$ cat src/rtl/mux_pkg.sv
// Shared constants for the round-robin 4-to-1 collector.
// Channel codes double as arbiter indices and as the SEL tag on the output.
package mux_pkg;

  localparam int DATA_W = 2;
  localparam int N_CH   = 4;
  localparam int CODE_W = 2;
  localparam int CNT_W  = 8;

  localparam logic [CODE_W-1:0] CH_W = 2'd0;
  localparam logic [CODE_W-1:0] CH_X = 2'd1;
  localparam logic [CODE_W-1:0] CH_Y = 2'd2;
  localparam logic [CODE_W-1:0] CH_Z = 2'd3;

  // Pointer value after reset: the search starts at pointer+1, so W wins first.
  localparam logic [CODE_W-1:0] PTR_RESET = CH_Z;

  localparam logic [CNT_W-1:0] CNT_MAX = 8'd255;

endpackage : mux_pkg

$ cat src/rtl/rr_arbiter4.sv
// Four-way round-robin grant logic.
// The search begins at (ptr_i + 1) mod 4 and wraps 3 -> 0; the first
// requesting channel found wins. Purely combinational: the caller owns the
// pointer register and decides when it advances.
module rr_arbiter4
  import mux_pkg::*;
(
  input  logic [N_CH-1:0]   req_i,
  input  logic [CODE_W-1:0] ptr_i,
  input  logic              enable_i,
  output logic [N_CH-1:0]   grant_o,
  output logic [CODE_W-1:0] code_o,
  output logic              any_grant_o
);

  logic              found;
  logic [CODE_W-1:0] idx;

  // Scan the four channels in round-robin order and grant the first requester.
  always_comb begin
    grant_o     = '0;
    code_o      = '0;
    any_grant_o = 1'b0;
    found       = 1'b0;
    idx         = '0;
    if (enable_i) begin
      for (int i = 1; i <= N_CH; i++) begin
        idx = ptr_i + CODE_W'(i);
        if (!found && req_i[idx]) begin
          found        = 1'b1;
          grant_o[idx] = 1'b1;
          code_o       = idx;
        end
      end
      any_grant_o = found;
    end
  end

endmodule : rr_arbiter4

$ cat src/rtl/rr_multiplexer.sv
// Round-robin 4-to-1 collector with a one-beat output register.
//
// Handshake: a channel beat transfers on any cycle where its valid and ready
// are both high; the output beat is consumed on any cycle where out_valid and
// out_ready are both high. Channel valid never depends on ready, and a
// channel holds its data while valid=1 and ready=0. Readies are combinational
// from the valids, the output register state and out_ready.
//
// Optional feature: define RR_MUX_GRANT_CNT_EN to add grant_cnt[7:0], a
// saturating count of accepted channel beats.
module rr_multiplexer
  import mux_pkg::*;
(
  input  logic              clk,
  input  logic              rst_n,
  input  logic [DATA_W-1:0] W,
  input  logic [DATA_W-1:0] X,
  input  logic [DATA_W-1:0] Y,
  input  logic [DATA_W-1:0] Z,
  input  logic              w_valid,
  input  logic              x_valid,
  input  logic              y_valid,
  input  logic              z_valid,
  output logic              w_ready,
  output logic              x_ready,
  output logic              y_ready,
  output logic              z_ready,
  output logic [DATA_W-1:0] A,
  output logic [CODE_W-1:0] SEL,
  output logic              out_valid,
  input  logic              out_ready
`ifdef RR_MUX_GRANT_CNT_EN
  ,
  output logic [CNT_W-1:0]  grant_cnt
`endif
);

  // Output register and last-granted pointer.
  logic [DATA_W-1:0] a_q,   a_d;
  logic [CODE_W-1:0] sel_q, sel_d;
  logic              ov_q,  ov_d;
  logic [CODE_W-1:0] ptr_q, ptr_d;

  logic              load_en;
  logic              arb_en;
  logic [N_CH-1:0]   req;
  logic [N_CH-1:0]   grant;
  logic [CODE_W-1:0] grant_code;
  logic              xfer;
  logic [DATA_W-1:0] grant_data;

  // The output slot can take a new beat when empty or being drained now.
  assign load_en = !ov_q || out_ready;

  // Readies are held low while reset is asserted so no beat is offered then.
  assign arb_en = load_en && rst_n;

  assign req = {z_valid, y_valid, x_valid, w_valid};

  rr_arbiter4 u_arb (
    .req_i       (req),
    .ptr_i       (ptr_q),
    .enable_i    (arb_en),
    .grant_o     (grant),
    .code_o      (grant_code),
    .any_grant_o (xfer)
  );

  // A grant is only ever issued to a valid channel, so ready implies transfer.
  assign w_ready = grant[CH_W];
  assign x_ready = grant[CH_X];
  assign y_ready = grant[CH_Y];
  assign z_ready = grant[CH_Z];

  // Select the data of the granted channel.
  always_comb begin
    grant_data = W;
    case (grant_code)
      CH_W:    grant_data = W;
      CH_X:    grant_data = X;
      CH_Y:    grant_data = Y;
      CH_Z:    grant_data = Z;
      default: grant_data = W;
    endcase
  end

  // Next state of the output slot and pointer: load on transfer, else drain.
  always_comb begin
    a_d   = a_q;
    sel_d = sel_q;
    ov_d  = ov_q;
    ptr_d = ptr_q;
    if (xfer) begin
      a_d   = grant_data;
      sel_d = grant_code;
      ov_d  = 1'b1;
      ptr_d = grant_code;
    end else if (out_ready) begin
      // Data and tag keep their last values; only the valid flag drops.
      ov_d = 1'b0;
    end
  end

  // State registers with synchronous active-low reset.
  always_ff @(posedge clk) begin
    if (!rst_n) begin
      a_q   <= '0;
      sel_q <= '0;
      ov_q  <= 1'b0;
      ptr_q <= PTR_RESET;
    end else begin
      a_q   <= a_d;
      sel_q <= sel_d;
      ov_q  <= ov_d;
      ptr_q <= ptr_d;
    end
  end

  assign A         = a_q;
  assign SEL       = sel_q;
  assign out_valid = ov_q;

`ifdef RR_MUX_GRANT_CNT_EN
  logic [CNT_W-1:0] cnt_q, cnt_d;

  // Saturating count of accepted channel beats.
  always_comb begin
    cnt_d = cnt_q;
    if (xfer && (cnt_q != CNT_MAX)) begin
      cnt_d = cnt_q + CNT_W'(1);
    end
  end

  // Counter register with synchronous active-low reset.
  always_ff @(posedge clk) begin
    if (!rst_n) begin
      cnt_q <= '0;
    end else begin
      cnt_q <= cnt_d;
    end
  end

  assign grant_cnt = cnt_q;
`endif

endmodule : rr_multiplexer

$ cat config.mk
export PLATFORM = sky130hd
export DESIGN_NAME = rr_multiplexer
export DESIGN_NICKNAME = d
export VERILOG_FILES = /design/src/rtl/mux_pkg.sv /design/src/rtl/rr_arbiter4.sv /design/src/rtl/rr_multiplexer.sv
export SDC_FILE = /design/constraint.sdc
export NUM_CORES = 1
export LEC_CHECK = 0
export ABC_AREA = 1
export BUFFER_PORTS_ARGS = -buffer_cell sky130_fd_sc_hd__buf_2
export CAP_MARGIN = 0
export CORE_MARGIN = 2
export CORE_UTILIZATION = 56
export DETAILED_ROUTE_END_ITERATION = 8
export PLACE_DENSITY = 0.92
export REMOVE_ABC_BUFFERS = 1
export SETUP_SLACK_MARGIN = 0.2
export SLEW_MARGIN = 20
export SYNTH_ARGS = -nofsm -noshare
export SYNTH_HDL_FRONTEND = slang
export SYNTH_SLANG_ARGS = --single-unit
$ cat constraint.sdc
create_clock -name clk -period 3.6 [get_ports clk]
set_input_delay 0.18 -clock clk [delete_from_list [all_inputs] [get_ports clk]]
set_output_delay 0.18 -clock clk [all_outputs]
set_load 0.05 [all_outputs]
==> results of run 1 <==
==> layout by cell type (no fill, tap or decap), types with 2 or more instances in the layout <==
cell type	synthesis	layout
nand2_1	27	27
inv_2	4	4
a21oi_1	6	6
buf_2	0	23
dfxtp_1	7	7
nand2_2	12	12
nand2_4	7	7
inv_1	21	21
nor2_1	5	5
a22oi_1	3	3
nand3_2	3	3
ha_1	8	8
nand3_1	13	13
clkbuf_4	0	3
nand4_1	2	2
o21ai_0	10	10
nand3_4	2	2
o21bai_1	2	2
==> through the flow <==
step / cells / setup slack (ns) / instance area [sq um] / hold slack (ns)
final: 181 / 0.7082 / 1094 / 0.1606
after floorplan: 138 / 1.308 / 932.1 / 0.3046
after detailed placement: 177 / 1.038 / 1067 / 0.4218
after global routing: 181 / 0.5032 / 1094 / 0.1919
after global placement: 177 / 1.152 / 1067 / 0.4019
after CTS: 181 / 0.7462 / 1094 / 0.1585
==> sequential cells by signal, summed over array words and instances, names as in the netlist <==
signal,cells
A,2
SEL,2
out_valid,1
ptr_q,2
==> kinds of logic after synthesis <==
| logic type | Yosys count | share of synthesized area |
|---|---|---|
| AOI/OAI and AO/OA | 24 | 0.1459 |
| adders and majority gates | 8 | 0.1061 |
| buffers and inverters | 27 | 0.1233 |
| DFF | 7 | 0.1485 |
| and+or+nand+nor | 73 | 0.4761 |
==> worst reg2reg max path, stage by stage, from the launching register on <==
cell	delay, ns
dfxtp_1	0.71
inv_8	0.11
ha_1	0.38
inv_1	0.13
nand3_2	0.12
nand2_4	0.14
inv_2	0.07
o21ai_1	0.11
nand2_1	0.11
nand2_4	0.09
nand2_4	0.08
o21ai_0	0.17
nand3_1	0.11
nand2_1	0.07
a21oi_1	0.05
==> per-layer routing <==
layer,part of all wire,routed length (um),vias to the layer above
met5,0,0,-
met4,0.022,51,0
met3,0.035,82,6
met2,0.54,1261,28
met1,0.40,930,469
li1,-,-,500
==> worst min-delay path by stage <==
stage	startpoint	to	slack [ns]	depth (start not counted)
2_1_floorplan	rst_n	out_valid$_SDFFE_PN0P_	0.30	2
3_3_place_gp	rst_n	out_valid$_SDFFE_PN0P_	0.40	3
3_5_place_dp	rst_n	out_valid$_SDFFE_PN0P_	0.42	3
4_1_cts	rst_n	out_valid$_SDFFE_PN0P_	0.16	3
5_1_grt	rst_n	out_valid$_SDFFE_PN0P_	0.19	3
6_report	rst_n	out_valid$_SDFFE_PN0P_	0.16	3
==> layout make-up <==
cell class,count,area share
repair buffers,23,0.1053
multi-input cells,105,0.6281
inverters,26,0.09611
well taps,16,0.01831
clock buffers,4,0.02403
flip-flops and latches,7,0.1281
==> results.json, run 1 <==
{
  "cp.required_ns": 3.42,
  "grt_use_met2": 0.4829,
  "ctsHoldBuffers": 0,
  "numPortBuffers": 23,
  "syn_inst": 139,
  "synth.cell_area_sq_um": 943.4,
  "crit_family": "flip-flops",
  "layout.nets": 189,
  "start_kind": "register",
  "crit_cells": 13,
  "yosys_warnings": 0,
  "finalWirelength_um": 2326,
  "die_h_um": 45.05,
  "endpoint": "w_ready",
  "antenna_cells": 0,
  "hpwl_um": 1951,
  "tns_ns": 0,
  "area_growth_pct": 15.92,
  "synthArstFlopShare": 0,
  "use_met3": 0.02800,
  "hold_path.class": "input pin to register",
  "worst_slew_pin_slew_ns": 0.6164,
  "clk_pin_slew_ns": 0.05,
  "antenna_found_initial": 0,
  "clock_skew_ns": 0.002240,
  "drive_gt1_frac": 0.3455,
  "rr_startpoint": "ptr_q[0]$_SDFFE_PN1P_",
  "synth_most_common_cell": "nand2_1",
  "cts_resized": 0,
  "cts_buffers": 3,
  "ys.flop_type": "dfxtp_1",
  "drtIter0Drc": 37,
  "rsz0062_at_grt": "no",
  "synth_top_area_frac": 0.1485,
  "first_global_vias": 934,
  "multi_input_area_sq_um": 686.9,
  "die-area_sq_mm": 0.002029,
  "status": "completed",
  "post-cts-setup-buffer-count": 0,
  "setup_viol": 0,
  "wl_per_cell_um": 12.85,
  "use_met1": 0.3049,
  "ys_seq_area_frac": 0.1485,
  "path_buf_inv": 4,
  "fillers": 144,
  "critical_path.cell_chain": "inv_8 -> ha_1 -> inv_1 -> nand3_2 -> nand2_4 -> nor2_1 -> nand2_1 -> o21ai_0 -> a31oi_1 -> o21ai_0 -> nand2_1 -> inv_1 -> buf_2",
  "r2r_end": "A[0]$_SDFFE_PN0P_",
  "fin_util": 0.7094,
  "cp_slowest_stage_delay_ns": 0.71,
  "start_util": 0.6120,
  "first_pass_iters": 4,
  "hold_viol": 0,
  "core_area_sq_mm": 0.001541,
  "cts_sinks": 7,
  "vias": 1003,
  "finalCriticalPeriod_ns": 2.892,
  "grt_overflow_total": 0,
  "synth_edf_count": 0,
  "gp_congestion": 0.9330,
  "relSlewSlack": 0.5885,
  "grt_pass1_wl_um": 3926,
  "clk_latency_ns": 0.26,
  "htreeDepth": 1,
  "avgSynthCellArea_sq_um": 6.787,
  "yosysUniqueCellTypes": 23,
  "drc": 0,
  "io_pins": 24,
  "crit_arrival_ns": 2.71,
  "drtAntennaViolNets": 0,
  "cp_max_fo": 13,
  "fin_crit_sh": 0.8033,
  "grt_max_degree": 14,
  "crit_start": "ptr_q[0]$_SDFFE_PN1P_",
  "yosysTopAreaCell": "dfxtp_1",
  "worstSetupPathType": "register to primary output",
  "fmax_mhz": 345.8,
  "cts_root_buffer": "clkbuf_4",
  "synthTopCellsByArea": "dfxtp_1, nand2_1, ha_1",
  "cts_tree": "yes",
  "cp_slowest_cell": "dfxtp_1",
  "ff2ff_path_depth": 14,
  "gr-usage-all-layers": 0.2609,
  "end_kind": "primary output",
  "top_usage_layer": "met2",
  "clockBufferDepth": 2,
  "maxCapViolations": 0,
  "seq_area_sq_um": 140.1,
  "slew_viol_final": 0,
  "rows": 14,
  "synth_common_cells": "nand2_1, inv_1, nand3_1",
  "die_x_um": 45.05,
  "avgViaCountPerCell": 5.541,
  "r2r_slack_ns": 1.04,
  "ys_seq_elements": 7
}
Power of run 1 is left out: the tool's default activity adds up to more than one toggle a clock period on the data nets, which glitch-free logic cannot reach.
==> run 2: changes to the inputs <==
--- a/config.mk
+++ b/config.mk
@@ -9,9 +9,9 @@
 export BUFFER_PORTS_ARGS = -buffer_cell sky130_fd_sc_hd__buf_2
 export CAP_MARGIN = 0
 export CORE_MARGIN = 2
-export CORE_UTILIZATION = 56
+export CORE_UTILIZATION = 52
 export DETAILED_ROUTE_END_ITERATION = 8
-export PLACE_DENSITY = 0.92
+export PLACE_DENSITY = 0.86
 export REMOVE_ABC_BUFFERS = 1
 export SETUP_SLACK_MARGIN = 0.2
 export SLEW_MARGIN = 20
==> constraint.sdc (replaced) <==
create_clock -name clk -period 2.9 [get_ports clk]
set_input_delay 0.145 -clock clk [delete_from_list [all_inputs] [get_ports clk]]
set_output_delay 0.145 -clock clk [all_outputs]
set_load 0.05 [all_outputs]
==> run 2 against run 1 <==
Against the previous run:
- sequential share of layout area fell by 0.11 points
- register-to-register slack got worse by 0.43 ns
- first-iteration DRC count rose by 5.4%
- via count rose by 1.5%
- routed wire length fell by 3.1%
- critical endpoint unchanged
- worst hold slack got worse by 0.046 ns
- critical path type unchanged
- design area rose by 3.5%
- count of clock-buffer cells in the layout did not move
- die area rose by 7.0%
==> results.json, run 2 (synthesized netlist as in run 1, its figures left out) <==
{
  "rsz0062_at_grt": "no",
  "hpwl_um": 1826,
  "slew_viol_final": 0,
  "start_kind": "register",
  "numPortBuffers": 23,
  "avgViaCountPerCell": 5.302,
  "layout.nets": 191,
  "end_kind": "primary output",
  "finalWirelength_um": 2253,
  "first_pass_iters": 6,
  "clock_skew_ns": 0.003322,
  "antenna_found_initial": 0,
  "clockBufferDepth": 2,
  "clk_latency_ns": 0.25,
  "hold_viol": 0,
  "wl_per_cell_um": 11.73,
  "area_growth_pct": 20.03,
  "start_util": 0.5524,
  "cp_max_fo": 10,
  "layout_common_cells": "nand2_1, buf_2, inv_1",
  "grt_overflow_total": 0,
  "die-area_sq_mm": 0.002171,
  "die_x_um": 46.60,
  "grt_pass1_wl_um": 3525,
  "drtAntennaViolNets": 0,
  "cts_tree": "yes",
  "cp.required_ns": 2.76,
  "tns_ns": 0,
  "maxCapViolations": 0,
  "clk_pin_slew_ns": 0.06,
  "gr-usage-all-layers": 0.2242,
  "core_area_sq_mm": 0.001708,
  "relSlewSlack": 0.7241,
  "grt_max_degree": 13,
  "vias": 1018,
  "finalCriticalPeriod_ns": 2.485,
  "drive_gt1_frac": 0.3713,
  "cts_root_buffer": "clkbuf_4",
  "rows": 15,
  "ctsHoldBuffers": 0,
  "drc": 0,
  "crit_arrival_ns": 2.34,
  "htreeDepth": 1,
  "fillers": 143,
  "layout.cells.most_common": "nand2_1",
  "die_h_um": 46.60,
  "fin_crit_sh": 0.8568,
  "worstSetupPathType": "register to primary output",
  "antenna_cells": 0,
  "status": "completed",
  "fmax_mhz": 402.5,
  "cts_buffers": 3,
  "io_pins": 24,
  "worst_slew_pin_slew_ns": 0.4124,
  "gp_congestion": 0.8584,
  "hold_path.class": "input pin to register",
  "cts_sinks": 7,
  "drtIter0Drc": 39,
  "setup_viol": 0,
  "first_global_vias": 855
}
run 2: cell count changes in the layout (fill, tap and decap cells not counted), sizes merged:
cell      before  now
buf           23   24
clkbuf         4    5
clkinvlp       0    1
inv           26   25
run 2: final timing paths:
check | startpoint | to | slack (ns) | depth (start not counted)
hold / removal | rst_n | out_valid$_SDFFE_PN0P_ | 0.11 | 3
hold reg to reg | A[1]$_SDFFE_PN0P_ | A[1]$_SDFFE_PN0P_ | 0.47 | 2
setup reg to reg | ptr_q[1]$_SDFFE_PN1P_ | A[1]$_SDFFE_PN0P_ | 0.61 | 14
setup / recovery | ptr_q[1]$_SDFFE_PN1P_ | w_ready | 0.42 | 13
run 2: worst max-delay path: stages, from the launching register on:
cell and delay (ns):
dfxtp_4 0.41, clkinvlp_4 0.14, ha_1 0.34, inv_1 0.12, nand3_2 0.11, nand2_4 0.14, nor2_2 0.07, nand2_1 0.06
o21ai_0 0.09, a31oi_1 0.16, o21ai_0 0.12, nand2_1 0.07, inv_1 0.04, clkbuf_4 0.20
run 2: cell type report:
type / count / area, sq um / area share
timing repair buffer: 25 / 132.6 / 0.1171
multi-input combinational: 105 / 689.4 / 0.6088
tap: 25 / 31.28 / 0.02762
sequential: 7 / 143.9 / 0.1271
clock buffer: 4 / 26.28 / 0.02320
inverter: 26 / 108.9 / 0.09613
run 2: timing repair:
action / in CTS / in global routing
setup buffers: 0 / 1
setup endpoints to repair: 1 / 4
hold endpoints to repair: 0 / 0
resized for setup: 1 / 4
gates cloned: 0 / 0
run 2: metal layers:
| metal | part of all wire | GRT usage |
|---|---|---|
| met1 | 0.42 | 0.2725 |
| met2 | 0.50 | 0.3806 |
| met3 | 0.060 | 0.03922 |
| met4 | 0.024 | 0.09714 |
| met5 | 0 | 0 |
run 2: per-stage QoR:
step	cell area, sq um	hold slack, ns	util	cells	worst slack [ns]
after floorplan	932.1	0.2696	-	138	0.6426
after global routing	1132	0.1624	0.6630	192	0.2008
after detailed placement	1086	0.3752	0.6359	187	0.3873
after global placement	1086	0.3657	0.6359	187	0.5421
final	1132	0.1145	0.6630	192	0.4153
after CTS	1114	0.1159	0.6520	191	0.2525
Power of run 2 is left out for the same reason.
==> run 3: changes to the inputs <==
--- a/config.mk
+++ b/config.mk
@@ -5,11 +5,10 @@
 export SDC_FILE = /design/constraint.sdc
 export NUM_CORES = 1
 export LEC_CHECK = 0
-export ABC_AREA = 1
 export BUFFER_PORTS_ARGS = -buffer_cell sky130_fd_sc_hd__buf_2
 export CAP_MARGIN = 0
 export CORE_MARGIN = 2
-export CORE_UTILIZATION = 52
+export CORE_UTILIZATION = 50
 export DETAILED_ROUTE_END_ITERATION = 8
 export PLACE_DENSITY = 0.86
 export REMOVE_ABC_BUFFERS = 1
==> run 3 against run 2 <==
Against the previous run:
- core utilization is 6.3 points higher
- maximum frequency decreased by 8.5%
- non-clock buffer count is 10 higher
- largest cell class unchanged
- sequential share of layout area rose by 0.72 points
- die area down 13%
- synthesized area shrank 18%
- worst hold slack improved by 0.096 ns
- routed wire length fell by 1.4%
- design area decreased by 4.5%
- count of clock-buffer cells in the layout did not move
- critical endpoint is now A[1]$_SDFFE_PN0P_
- sequential cell count unchanged
==> results.json, run 3 <==
{
  "setup_viol": 0,
  "cp_max_fo": 3,
  "slew_viol_final": 0,
  "end_kind": "register",
  "die-area_sq_mm": 0.001885,
  "synthTopCellsByArea": "dfxtp_1, ha_1, mux4_2",
  "yosysTopAreaCell": "dfxtp_1",
  "critical_path.cell_chain": "inv_4 -> ha_4 -> mux4_2 -> or3_4 -> or3_4 -> o311ai_4 -> mux4_2 -> a21o_1",
  "synthArstFlopShare": 0,
  "die_h_um": 43.42,
  "worstSetupPathType": "register to register",
  "rsz0062_at_grt": "yes",
  "wl_per_cell_um": 16.10,
  "worst_slew_pin_slew_ns": 0.5093,
  "rows": 14,
  "comb_power_share": 0.805,
  "cts_root_buffer": "clkbuf_4",
  "core_area_sq_mm": 0.001489,
  "cp_slowest_stage_delay_ns": 0.50,
  "layout.cells.most_common": "buf_2",
  "start_kind": "register",
  "yosys_warnings": 0,
  "grt_overflow_total": 0,
  "crit_arrival_ns": 2.86,
  "drive_gt1_frac": 0.4508,
  "cp_slowest_cell": "mux4_2",
  "first_pass_iters": 4,
  "clock_skew_ns": 0.003466,
  "switching_power_uw": 673.3,
  "tns_ns": 0,
  "hold_path.class": "input pin to register",
  "finalCriticalPeriod_ns": 2.715,
  "cts_buffers": 3,
  "synth.cell_area_sq_um": 777.0,
  "p_leak_nw": 0.5137,
  "cts_sinks": 7,
  "hpwl_um": 1432,
  "cp.required_ns": 3.05,
  "intPower_uw": 658.9,
  "finalWirelength_um": 2222,
  "relSlewSlack": 0.6569,
  "fin_area_sq_mm": 0.001081,
  "layout_common_cells": "buf_2, buf_4, nor2_1",
  "htreeDepth": 1,
  "switching_share": 0.5054,
  "die_x_um": 43.42,
  "power_frac_clock": 0.068,
  "placed_cell_area_sq_um": 944.7,
  "cts_tree": "yes",
  "p_total_mw": 1.332,
  "synth_most_common_cell": "nor2_1",
  "fmax_mhz": 368.3,
  "peakVddDrop_v": 0.0006795,
  "antenna_cells": 0,
  "fin_crit_sh": 0.9362,
  "seqPwrFrac": 0.127,
  "start_util": 0.5218,
  "first_global_vias": 726,
  "vias": 836,
  "fillers": 97,
  "ys_seq_elements": 7,
  "avgViaCountPerCell": 6.058,
  "gp_congestion": 0.7994,
  "clockBufferDepth": 2,
  "ys.flop_type": "dfxtp_1",
  "drtIter0Drc": 20,
  "antenna_found_initial": 0,
  "io_pins": 24,
  "syn_inst": 85,
  "crit_family": "multiplexers",
  "synth_common_cells": "nor2_1, ha_1, dfxtp_1",
  "clk_latency_ns": 0.25,
  "drc": 0,
  "yosysUniqueCellTypes": 34,
  "maxCapViolations": 0,
  "path_buf_inv": 1,
  "avgSynthCellArea_sq_um": 9.141,
  "gr-usage-all-layers": 0.2194,
  "drtAntennaViolNets": 0,
  "synth_top_area_frac": 0.1804,
  "ys_seq_area_frac": 0.1804,
  "layout.nets": 146,
  "numPortBuffers": 23,
  "hold_viol": 0,
  "synth_edf_count": 0,
  "status": "completed",
  "grt_pass1_wl_um": 3236,
  "p_per_area_mw_per_mm2": 1232,
  "hold_ws_ns": 0.2101,
  "grt_max_degree": 16,
  "clk_pin_slew_ns": 0.06,
  "area_growth_pct": 39.13
}
## run 3: cell type report
cell class                      instances  area (sq um)  area share
Tap cell                               16         20.02     0.01852
Multi-Input combinational cell         73         650.6      0.6019
Clock buffer                            4         26.28     0.02431
Timing Repair Buffer                   35         222.7      0.2060
Inverter                                3         16.27     0.01505
Sequential cell                         7         145.1      0.1343
## run 3: path summary, 6_finish.rpt
path | to | slack (ns) | startpoint | depth (start not counted)
min reg2reg | SEL[0]$_SDFFE_PN0P_ | 0.46 | SEL[0]$_SDFFE_PN0P_ | 2
max | A[1]$_SDFFE_PN0P_ | 0.19 | ptr_q[0]$_SDFFE_PN1P_ | 8
min | SEL[0]$_SDFFE_PN0P_ | 0.21 | rst_n | 2
max reg2reg | A[1]$_SDFFE_PN0P_ | 0.19 | ptr_q[0]$_SDFFE_PN1P_ | 8
## run 3: worst reg2reg max path: stages (launching register included)
cell	delay [ns]
dfxtp_4	0.36
inv_4	0.05
ha_4	0.27
mux4_2	0.50
or3_4	0.42
or3_4	0.41
o311ai_4	0.10
mux4_2	0.35
a21o_1	0.16
## run 3: metrics by stage
stage | cells | setup WS, ns | utilization
floorplan | 83 | -0.5102 | -
global placement | 128 | 0.1605 | 0.6345
detailed placement | 128 | 0.06960 | 0.6345
CTS | 134 | 0.2021 | 0.6924
global route | 138 | 0.1189 | 0.7261
finish | 138 | 0.1850 | 0.7261
## run 3: timing repair
action	4_1_cts	5_1_grt
setup buffers	2	4
pin swaps	1	4
setup endpoints to repair	5	5
hold buffers	0	0
gates resized for setup	15	6
gates cloned	0	0
## run 3: logic make-up (layout without fill, tap and decap cells)
kind of cell               Yosys count  after routing  share of synthesized area
AOI/OAI and AO/OA                   27             27                     0.2770
buffers and inverters                5             42                    0.03059
adders and majority gates            8              8                     0.1288
DFF                                  7              7                     0.1803
muxes                                8              8                     0.1884
and+or+nand+nor                     30             30                     0.1949
## run 3: power by group through the flow
stage	combinational, mW	clock (mW)	sequential (mW)
after detailed placement	0.888	0	0.155
after CTS	0.979	0.0902	0.158
final	1.07	0.0902	0.170
after global placement	0.871	0	0.151
after floorplan	0.546	0	0.273
after global routing	1.15	0.0958	0.173
## run 3: layer usage
| metal | global-route usage | wire length (um) |
|---|---|---|
| met5 | 0 | 0 |
| met3 | 0.004167 | 45 |
| met1 | 0.2972 | 952 |
| met2 | 0.3791 | 1188 |
| met4 | 0.07273 | 36 |
Note: power is estimated with default switching activity, not from simulation.
